===== src/rtl/writeback_stage.sv =====
// writeback_stage: MEM/WB register, load extract/extend, result mux, x0 suppression, misaligned-load flag, retire counter
module writeback_stage #(
  parameter int P_WIDTH     = 32,
  parameter int P_PC_WIDTH  = 10,
  parameter int P_CNT_WIDTH = 32
) (
  input  logic                   i_clk,
  input  logic                   i_rst_n,
  input  logic                   i_valid_m,
  input  logic [P_WIDTH-1:0]     i_alu_result_m,
  input  logic [P_WIDTH-1:0]     i_mem_data_m,
  input  logic [P_PC_WIDTH-1:0]  i_pc_plus_4_m,
  input  logic [P_WIDTH-1:0]     i_imm_m,
  input  logic [1:0]             i_resultsrc_m,
  input  logic [2:0]             i_funct3_m,
  input  logic [4:0]             i_rd_m,
  input  logic                   i_regwrite_m,
  input  logic                   i_stall,
  input  logic                   i_flush,
  output logic                   o_valid_w,
  output logic                   o_regwrite_w,
  output logic [4:0]             o_rd_w,
  output logic [P_WIDTH-1:0]     o_result_w,
  output logic                   o_misaligned_w,
  output logic [P_CNT_WIDTH-1:0] o_instret
);
  localparam int OW = $clog2(P_WIDTH / 8);
  logic                   valid_q, rw_q;
  logic [P_WIDTH-1:0]     alu_q, mem_q, imm_q;
  logic [P_PC_WIDTH-1:0]  pc_q;
  logic [1:0]             src_q;
  logic [2:0]             f3_q;
  logic [4:0]             rd_q;
  logic [P_CNT_WIDTH-1:0] cnt_q, cnt_d;
  logic [OW-1:0]          off;
  logic [P_WIDTH-1:0]     sh_b, sh_h, sh_w, load_v;
  logic                   is_h, is_w, is_d, mis, retire;
  always_ff @(posedge i_clk or negedge i_rst_n) begin
    if (!i_rst_n) begin
      valid_q <= 1'b0;
      alu_q   <= '0;
      mem_q   <= '0;
      pc_q    <= '0;
      imm_q   <= '0;
      src_q   <= '0;
      f3_q    <= '0;
      rd_q    <= '0;
      rw_q    <= 1'b0;
      cnt_q   <= '0;
    end else begin
      cnt_q <= cnt_d;
      if (i_flush) begin
        valid_q <= 1'b0;
      end else if (!i_stall) begin
        valid_q <= i_valid_m;
        alu_q   <= i_alu_result_m;
        mem_q   <= i_mem_data_m;
        pc_q    <= i_pc_plus_4_m;
        imm_q   <= i_imm_m;
        src_q   <= i_resultsrc_m;
        f3_q    <= i_funct3_m;
        rd_q    <= i_rd_m;
        rw_q    <= i_regwrite_m;
      end
    end
  end
  always_comb begin
    off    = alu_q[OW-1:0];
    sh_b   = mem_q >> {off, 3'b000};
    sh_h   = mem_q >> {off[OW-1:1], 4'b0000};
    sh_w   = (P_WIDTH == 64) ? mem_q >> {alu_q[2], 5'b00000} : mem_q;
    // unlisted encodings (and LD) pass the raw word through
    load_v = (f3_q == 3'b000) ? P_WIDTH'(signed'(sh_b[7:0])) :
             (f3_q == 3'b001) ? P_WIDTH'(signed'(sh_h[15:0])) :
             (f3_q == 3'b010) ? P_WIDTH'(signed'(sh_w[31:0])) :
             (f3_q == 3'b100) ? P_WIDTH'(sh_b[7:0]) :
             (f3_q == 3'b101) ? P_WIDTH'(sh_h[15:0]) :
             (f3_q == 3'b110 && P_WIDTH == 64) ? P_WIDTH'(sh_w[31:0]) : mem_q;
    is_h   = f3_q[1:0] == 2'b01;
    is_w   = f3_q == 3'b010 || (P_WIDTH == 64 && f3_q == 3'b110);
    is_d   = P_WIDTH == 64 && f3_q == 3'b011;
    mis    = valid_q && src_q == 2'b01 &&
             ((is_h && alu_q[0]) || (is_w && |alu_q[1:0]) || (is_d && |alu_q[2:0]));
    retire = valid_q && !i_stall && !i_flush && !mis;
    cnt_d  = retire ? cnt_q + P_CNT_WIDTH'(1) : cnt_q;
    o_result_w     = (src_q == 2'b00) ? alu_q :
                     (src_q == 2'b01) ? load_v :
                     (src_q == 2'b10) ? P_WIDTH'(pc_q) : imm_q;
    o_misaligned_w = mis;
    o_regwrite_w   = valid_q && rw_q && rd_q != 5'd0 && !mis;
    o_rd_w         = rd_q;
    o_valid_w      = valid_q;
    o_instret      = cnt_q;
  end
endmodule


===== config.mk =====
export PLATFORM = sky130hd
export DESIGN_NAME = writeback_stage
export DESIGN_NICKNAME = d
export VERILOG_FILES = /design/src/rtl/writeback_stage.sv
export SDC_FILE = /design/constraint.sdc
export NUM_CORES = 1
export LEC_CHECK = 0
export CORE_UTILIZATION = 30
export CTS_CLUSTER_DIAMETER = 30
export DETAILED_ROUTE_END_ITERATION = 16
export PLACE_DENSITY = 0.58
export SETUP_SLACK_MARGIN = 0.2
export SLEW_MARGIN = 20
export SYNTH_ARGS = -nofsm -noshare
export SYNTH_HDL_FRONTEND = slang
export SYNTH_SLANG_ARGS = --single-unit

===== constraint.sdc =====
create_clock -name i_clk -period 2 [get_ports i_clk]
set_input_delay 0.3 -clock i_clk [delete_from_list [all_inputs] [get_ports i_clk]]
set_output_delay 0.3 -clock i_clk [all_outputs]
set_load 0.01 [all_outputs]

==> impl_metrics.ini, run 1 <==
[floorplan]
die_w_um = 155
io_pins = 194
die_h_um = 155
rows = 55
dieArea_um2 = 24200
core_um2 = 22800
start_util = 0.309

[clock_tree]
clk_pin_slew_worst_paths_ps = 60
cts_made_buffers = 17
h-tree-depth = 4
cts-root-buf = clkbuf_16
clkSinkCount = 150
clkLatencyLatePin_ps = 420
cts_tree = done
clockBufferDepth = 2

[timing]
setup-violations-final = 54
worst_pin_slew_ps = 624
timing_hold_violations_final = 0
skew_ps = 13.7
drv_slew = 0
min_period_ps = 2460
fin_ws_ps = -455
clock.fmax_mhz = 407
min_period_over_period = 1.23
rsz0062_at_grt = true
slew-limit-headroom = 0.584

[worst_setup_path]
cp_cell_sequence = mux2_4 > inv_1 > a21oi_1 > o22a_1 > mux4_2 > buf_6
worstPathArrival_ps = 2160
crit_path_end_kind = output port
required_ps = 1700
critPathLaunchType = flip-flop
crit_start = alu_q[1]$_DFFE_PN0P_
critPathMaxStageDelay_ps = 470
path_max_fanout = 6
cp_slowest_cell = mux4_2
rr_startpoint = f3_q[0]$_DFFE_PN0P_
crit_family = multiplexers
path_class = reg -> out
cp_num_buf_inv = 2

[global_route]
grt_pass1_wl_um = 33900
antenna_found_initial = 0
grt.overflow.total = 0
grt_pass1_vias = 5977
grt_use_total = 0.185
grt_start_max_net_pins = 60

[layout]
final_cells = 1210
regArea_um2 = 3760
area_growth_pct = 59.7
drive_above_1_share = 0.417
multi_input_area_um2 = 3520
diodes = 0
nFillCells = 2122
fin_nets = 1008

[yosys]
synth-warning-count = 0
synth_cell_types = 43
synth_area_leaders = dfrtp_1, mux2_2, xnor2_1, nor2_1, nand2_1
syn_inst = 606
synth_nets = 729
ys_seq_area_frac = 0.532
synth_edf_count = 0
synth_flop_cell = dfrtp_1
synth_top_area_frac = 0.532
synth.avg_cell_area_um2 = 11.7
yosys_register_bits = 150
synthArstFlopShare = 1.00
syn_area_um2 = 7060
yosysTopAreaCell = dfrtp_1

[hold_path]
hp-class = in -> reg
worstHoldStart = i_mem_data_m[9]

[outcome]
outcome = finished, violations left
violations = setup timing

[power]
power_density_nw_per_um2 = 874
vdd.ir_drop.worst_mv = 0.505
p_leak_nw = 4.70

[drt]
drt_first_iter_violations = 311
drc_errors = 0
wl_per_cell_um = 17.8
drt_pre_antenna_iters = 4
via_per_inst = 4.78
antenna_left = 0
wirelength_um = 21600
via_count = 5788

[flow_run]
drv_cap = 0

[placement]
dp_hpwl_um = 15700
gp_congestion = 0.842
port_buffers = 193
dp_cells = 1149
place_ws_ps = -404
placed cells by master (no fill, tap or decap), types with 5 or more instances in the layout:
| cell type | count |
|---|---|
| nand4_1 | 14 |
| o22ai_1 | 7 |
| buf_4 | 71 |
| a21oi_1 | 12 |
| o21ai_0 | 16 |
| a22oi_1 | 12 |
| clkbuf_2 | 6 |
| xnor2_1 | 25 |
| nand3_2 | 6 |
| buf_2 | 18 |
| a31oi_1 | 5 |
| o31ai_1 | 5 |
| clkdlybuf4s50_1 | 156 |
| dfrtp_1 | 143 |
| buf_6 | 19 |
| o221ai_1 | 5 |
| clkbuf_16 | 17 |
| dfrtp_2 | 7 |
| buf_12 | 20 |
| a21oi_2 | 15 |
| nor2_4 | 5 |
| nor2_2 | 5 |
| mux2_2 | 116 |
| o31ai_2 | 11 |
| inv_1 | 10 |
| o21ai_1 | 6 |
| nand2_1 | 37 |
| nor2_1 | 35 |
| and3_1 | 8 |
layer usage:
metal / GRT usage / routed length, µm
met5: 0 / 0
met4: 0.0528 / 323
met3: 0.0535 / 1470
met2: 0.294 / 10100
met1: 0.244 / 9690
logic make-up after synthesis:
logic type | share of synthesized area
flip-flops | 0.532
AND/OR/NAND/NOR | 0.0952
multiplexers | 0.200
AO/OA/AOI/OAI | 0.101
buffers and inverters | 0.0319
XOR/XNOR | 0.0385
adder cells (fa/ha/maj) | 0.00177
state kept, by name, summed over array words and instances, names as in the netlist:
signal,cells
rw_q,1
f3_q,3
o_rd_w,5
pc_q,10
o_instret,32
o_valid_w,1
src_q,2
alu_q,32
imm_q,32
mem_q,32
synthesized netlist by cell type, types with 2 or more instances:
master	number
dfrtp_1	150
o31ai_1	16
nor2_1	44
or2_2	2
mux2i_1	5
inv_1	10
a22oi_1	14
buf_4	4
o221ai_1	7
a31oi_1	8
nor3b_1	2
mux2_2	119
o21ai_0	23
xnor2_1	29
clkbuf_1	19
a221oi_1	2
nand3_1	11
nand4_1	14
nor3_1	2
and3_1	9
nand2b_1	2
nor2b_1	4
buf_2	16
nand2_1	41
a21oi_1	28
xor2_1	2
o22ai_1	7
where the power goes:
part,switching (mW),internal (mW),leakage [nW]
Combinational,1.26,1.57,2.58
Clock,1.32,2.00,0.290
Sequential,0.286,3.41,1.82
Total,2.87,6.98,4.70
path summary, 6_finish.rpt:
kind | to | slack, ps | cells after the start
setup / recovery | o_result_w[7] | -460 | 6
hold / removal | mem_q[9]$_DFFE_PN0P_ | 440 | 3
setup reg to reg | o_instret[25]$_DFFE_PN0P_ | -100 | 10
hold reg to reg | o_instret[31]$_DFFE_PN0P_ | 460 | 1
max in group asynchronous | alu_q[1]$_DFFE_PN0P_ | 890 | 3
min in group asynchronous | pc_q[4]$_DFFE_PN0P_ | 450 | 2
through the flow:
step	utilization	hold WS, ps	power [mW]	TNS, ps	area, µm²
finish	0.494	435	9.85	-11740	11300
detailed placement	0.442	341	6.38	-12210	10100
global route	0.494	441	10.3	-16210	11300
global placement	0.442	343	6.36	-10500	10100
floorplan	-	4.41	4.90	0	7150
CTS	0.484	417	9.84	-12770	11100
worst min-delay path: stages:
cell             delay, ps
clkdlybuf4s50_1        390
nand2_1                 50
o21ai_0                 60
timing repair:
item / CTS / global route
hold buffers: 1 / 0
cloned: 2 / 0
buffers inserted: 18 / 9
hold endpoints to repair: 54 / 0
setup endpoints to repair: 61 / 69
pin swaps: 42 / 23
resized for setup: 186 / 61
area by class of cell:
type                       instances  area share
sequential                       150       0.334
multi-input combinational        406       0.312
timing repair buffer             299       0.263
clock buffer                      20      0.0396
tap                              313      0.0347
clock inverter                    11      0.0134
inverter                          11     0.00388
Note: power is estimated with default switching activity, not from simulation.
==> inputs of run 2 (changes only) <==
--- a/config.mk
+++ b/config.mk
@@ -6,6 +6,7 @@
 export NUM_CORES = 1
 export LEC_CHECK = 0
 export CORE_UTILIZATION = 30
+export CTS_BUF_LIST = sky130_fd_sc_hd__clkbuf_16
 export CTS_CLUSTER_DIAMETER = 30
 export DETAILED_ROUTE_END_ITERATION = 16
 export PLACE_DENSITY = 0.58
==> run 2 against run 1 <==
Effect of this change: the flow still finishes with violations (setup timing); clock power decreased by 2%; count of clock-buffer cells in the layout decreased by 3; wire length decreased by 0.13%; global-route usage about the same; flip-flop and latch count unchanged; utilization about the same; largest cell class unchanged.
==> impl_metrics.ini, run 2 (synthesized netlist as in run 1, its figures left out) <==
[global_route]
grt_pass1_wl_um = 33900
grt_use_total = 0.185
grt_start_max_net_pins = 60
grt_pass1_vias = 5978
antenna_found_initial = 0
grt.overflow.total = 0

[layout]
design_area_um2 = 11300
diodes = 0
final_cell_mix = clkdlybuf4s50_1, dfrtp_1, mux2_2, buf_4, nand2_1
area_growth_pct = 59.6
final_cells = 1210
mostFrequentLayoutCell = clkdlybuf4s50_1
fin_nets = 1008
drive_above_1_share = 0.416
nFillCells = 2125

[floorplan]
rows = 55
io_pins = 194
core_um2 = 22800
dieArea_um2 = 24200
start_util = 0.309
die_w_um = 155
die_h_um = 155

[placement]
placed_area_um2 = 10100
gp_congestion = 0.842
port_buffers = 193
dp_cells = 1149
place_ws_ps = -404
dp_hpwl_um = 15700

[worst_setup_path]
reg2reg_depth = 10
cp_cell_sequence = mux2_4 > inv_1 > a21oi_1 > o22a_1 > mux4_2 > buf_6
crit_start = alu_q[1]$_DFFE_PN0P_
path_class = reg -> out
crit_path_end_kind = output port
rr_startpoint = f3_q[0]$_DFFE_PN0P_
critPathMaxStageDelay_ps = 470
critPathLaunchType = flip-flop
required_ps = 1700
path_max_fanout = 6
cp_slowest_cell = mux4_2
worstPathArrival_ps = 2150

[clock_tree]
h-tree-depth = 4
clockBufferDepth = 2
clk_pin_slew_worst_paths_ps = 60
cts_tree = done
clkLatencyLatePin_ps = 420
cts_made_buffers = 17
clkSinkCount = 150
cts-root-buf = clkbuf_16

[timing]
worst_pin_slew_ps = 619
whs_ps = 440
fin_ws_ps = -450
timing_hold_violations_final = 0
clock.fmax_mhz = 408
skew_ps = 8.11
setup-violations-final = 51
min_period_over_period = 1.23
drv_slew = 0
min_period_ps = 2450
rsz0062_at_grt = true
slew-limit-headroom = 0.588

[drt]
drt_first_iter_violations = 333
wirelength_um = 21600
via_per_inst = 4.74
antenna_left = 0
wl_per_cell_um = 17.8
drc_errors = 0
drt_pre_antenna_iters = 4
via_count = 5741

[hold_path]
worstHoldStart = i_mem_data_m[9]
hp-class = in -> reg
hold_path_depth = 3

[outcome]
violations = setup timing
outcome = finished, violations left

[power]
power_density_nw_per_um2 = 869
vdd.ir_drop.worst_mv = 0.507
p_total_mw = 9.80
p_leak_nw = 4.70

[flow_run]
drv_cap = 0
-- run 2: cell types whose count changed in the layout (fill, tap and decap cells not counted) --
cell      previous run  this run
inv_1               10        12
clkbuf_8             1         0
buf_4               71        70
clkinv_1             0         1
clkbuf_1             2         0
buf_6               19        20
-- run 2: final cells by class --
class                      count  area, µm²  share of cell area
clock inverter                14        163              0.0144
timing repair buffer         299       2960               0.263
multi-input combinational    406       3520               0.312
clock buffer                  17        425              0.0377
sequential                   150       3760               0.334
inverter                      11       43.8             0.00389
tap                          313        392              0.0348
-- run 2: final timing paths --
kind / endpoint / slack (ps)
setup / recovery: o_result_w[7] / -450
hold / removal: mem_q[9]$_DFFE_PN0P_ / 440
setup reg to reg: o_instret[25]$_DFFE_PN0P_ / -90
hold reg to reg: o_instret[31]$_DFFE_PN0P_ / 460
max in group asynchronous: alu_q[1]$_DFFE_PN0P_ / 890
min in group asynchronous: pc_q[4]$_DFFE_PN0P_ / 450
-- run 2: critical path, delay by kind of cell, from the launching register on --
family	cells	cell delay, ps
flops	1	460
mux	2	810
compound gates	2	270
buf+inv	2	200
-- run 2: metrics by stage --
step	TNS (ps)	utilization
final	-11490	0.493
after global routing	-16270	0.493
after CTS	-12850	0.484
after detailed placement	-12210	0.442
after global placement	-10500	0.442
after floorplan	0	-
-- run 2: routing by layer --
metal  global-route usage  wire length [µm]
met5                    0                 0
met1                0.245              9690
met4               0.0500               277
met3               0.0546              1440
met2                0.294             10200
-- run 2: power breakdown --
group          switching (mW)  internal (mW)  total [mW]
Sequential              0.285           3.41        3.70
Combinational            1.26           1.57        2.83
Clock                    1.32           1.95        3.27
-- run 2: timing repair --
| item | 4_1_cts | 5_1_grt |
|---|---|---|
| endpoints found under the setup margin | 61 | 69 |
| hold buffers | 1 | 0 |
| gates cloned | 2 | 0 |
| resized for setup | 187 | 61 |
| pin swaps | 42 | 22 |
| setup buffers | 18 | 9 |
| endpoints found under the hold margin | 54 | 0 |
==> inputs of run 3 (changes only) <==
--- a/config.mk
+++ b/config.mk
@@ -5,6 +5,7 @@
 export SDC_FILE = /design/constraint.sdc
 export NUM_CORES = 1
 export LEC_CHECK = 0
+export CAP_MARGIN = 20
 export CORE_UTILIZATION = 30
 export CTS_BUF_LIST = sky130_fd_sc_hd__clkbuf_16
 export CTS_CLUSTER_DIAMETER = 30
==> results of run 3 <==
Same layout as run 2: the final DEF is identical, and so are final timing and power.
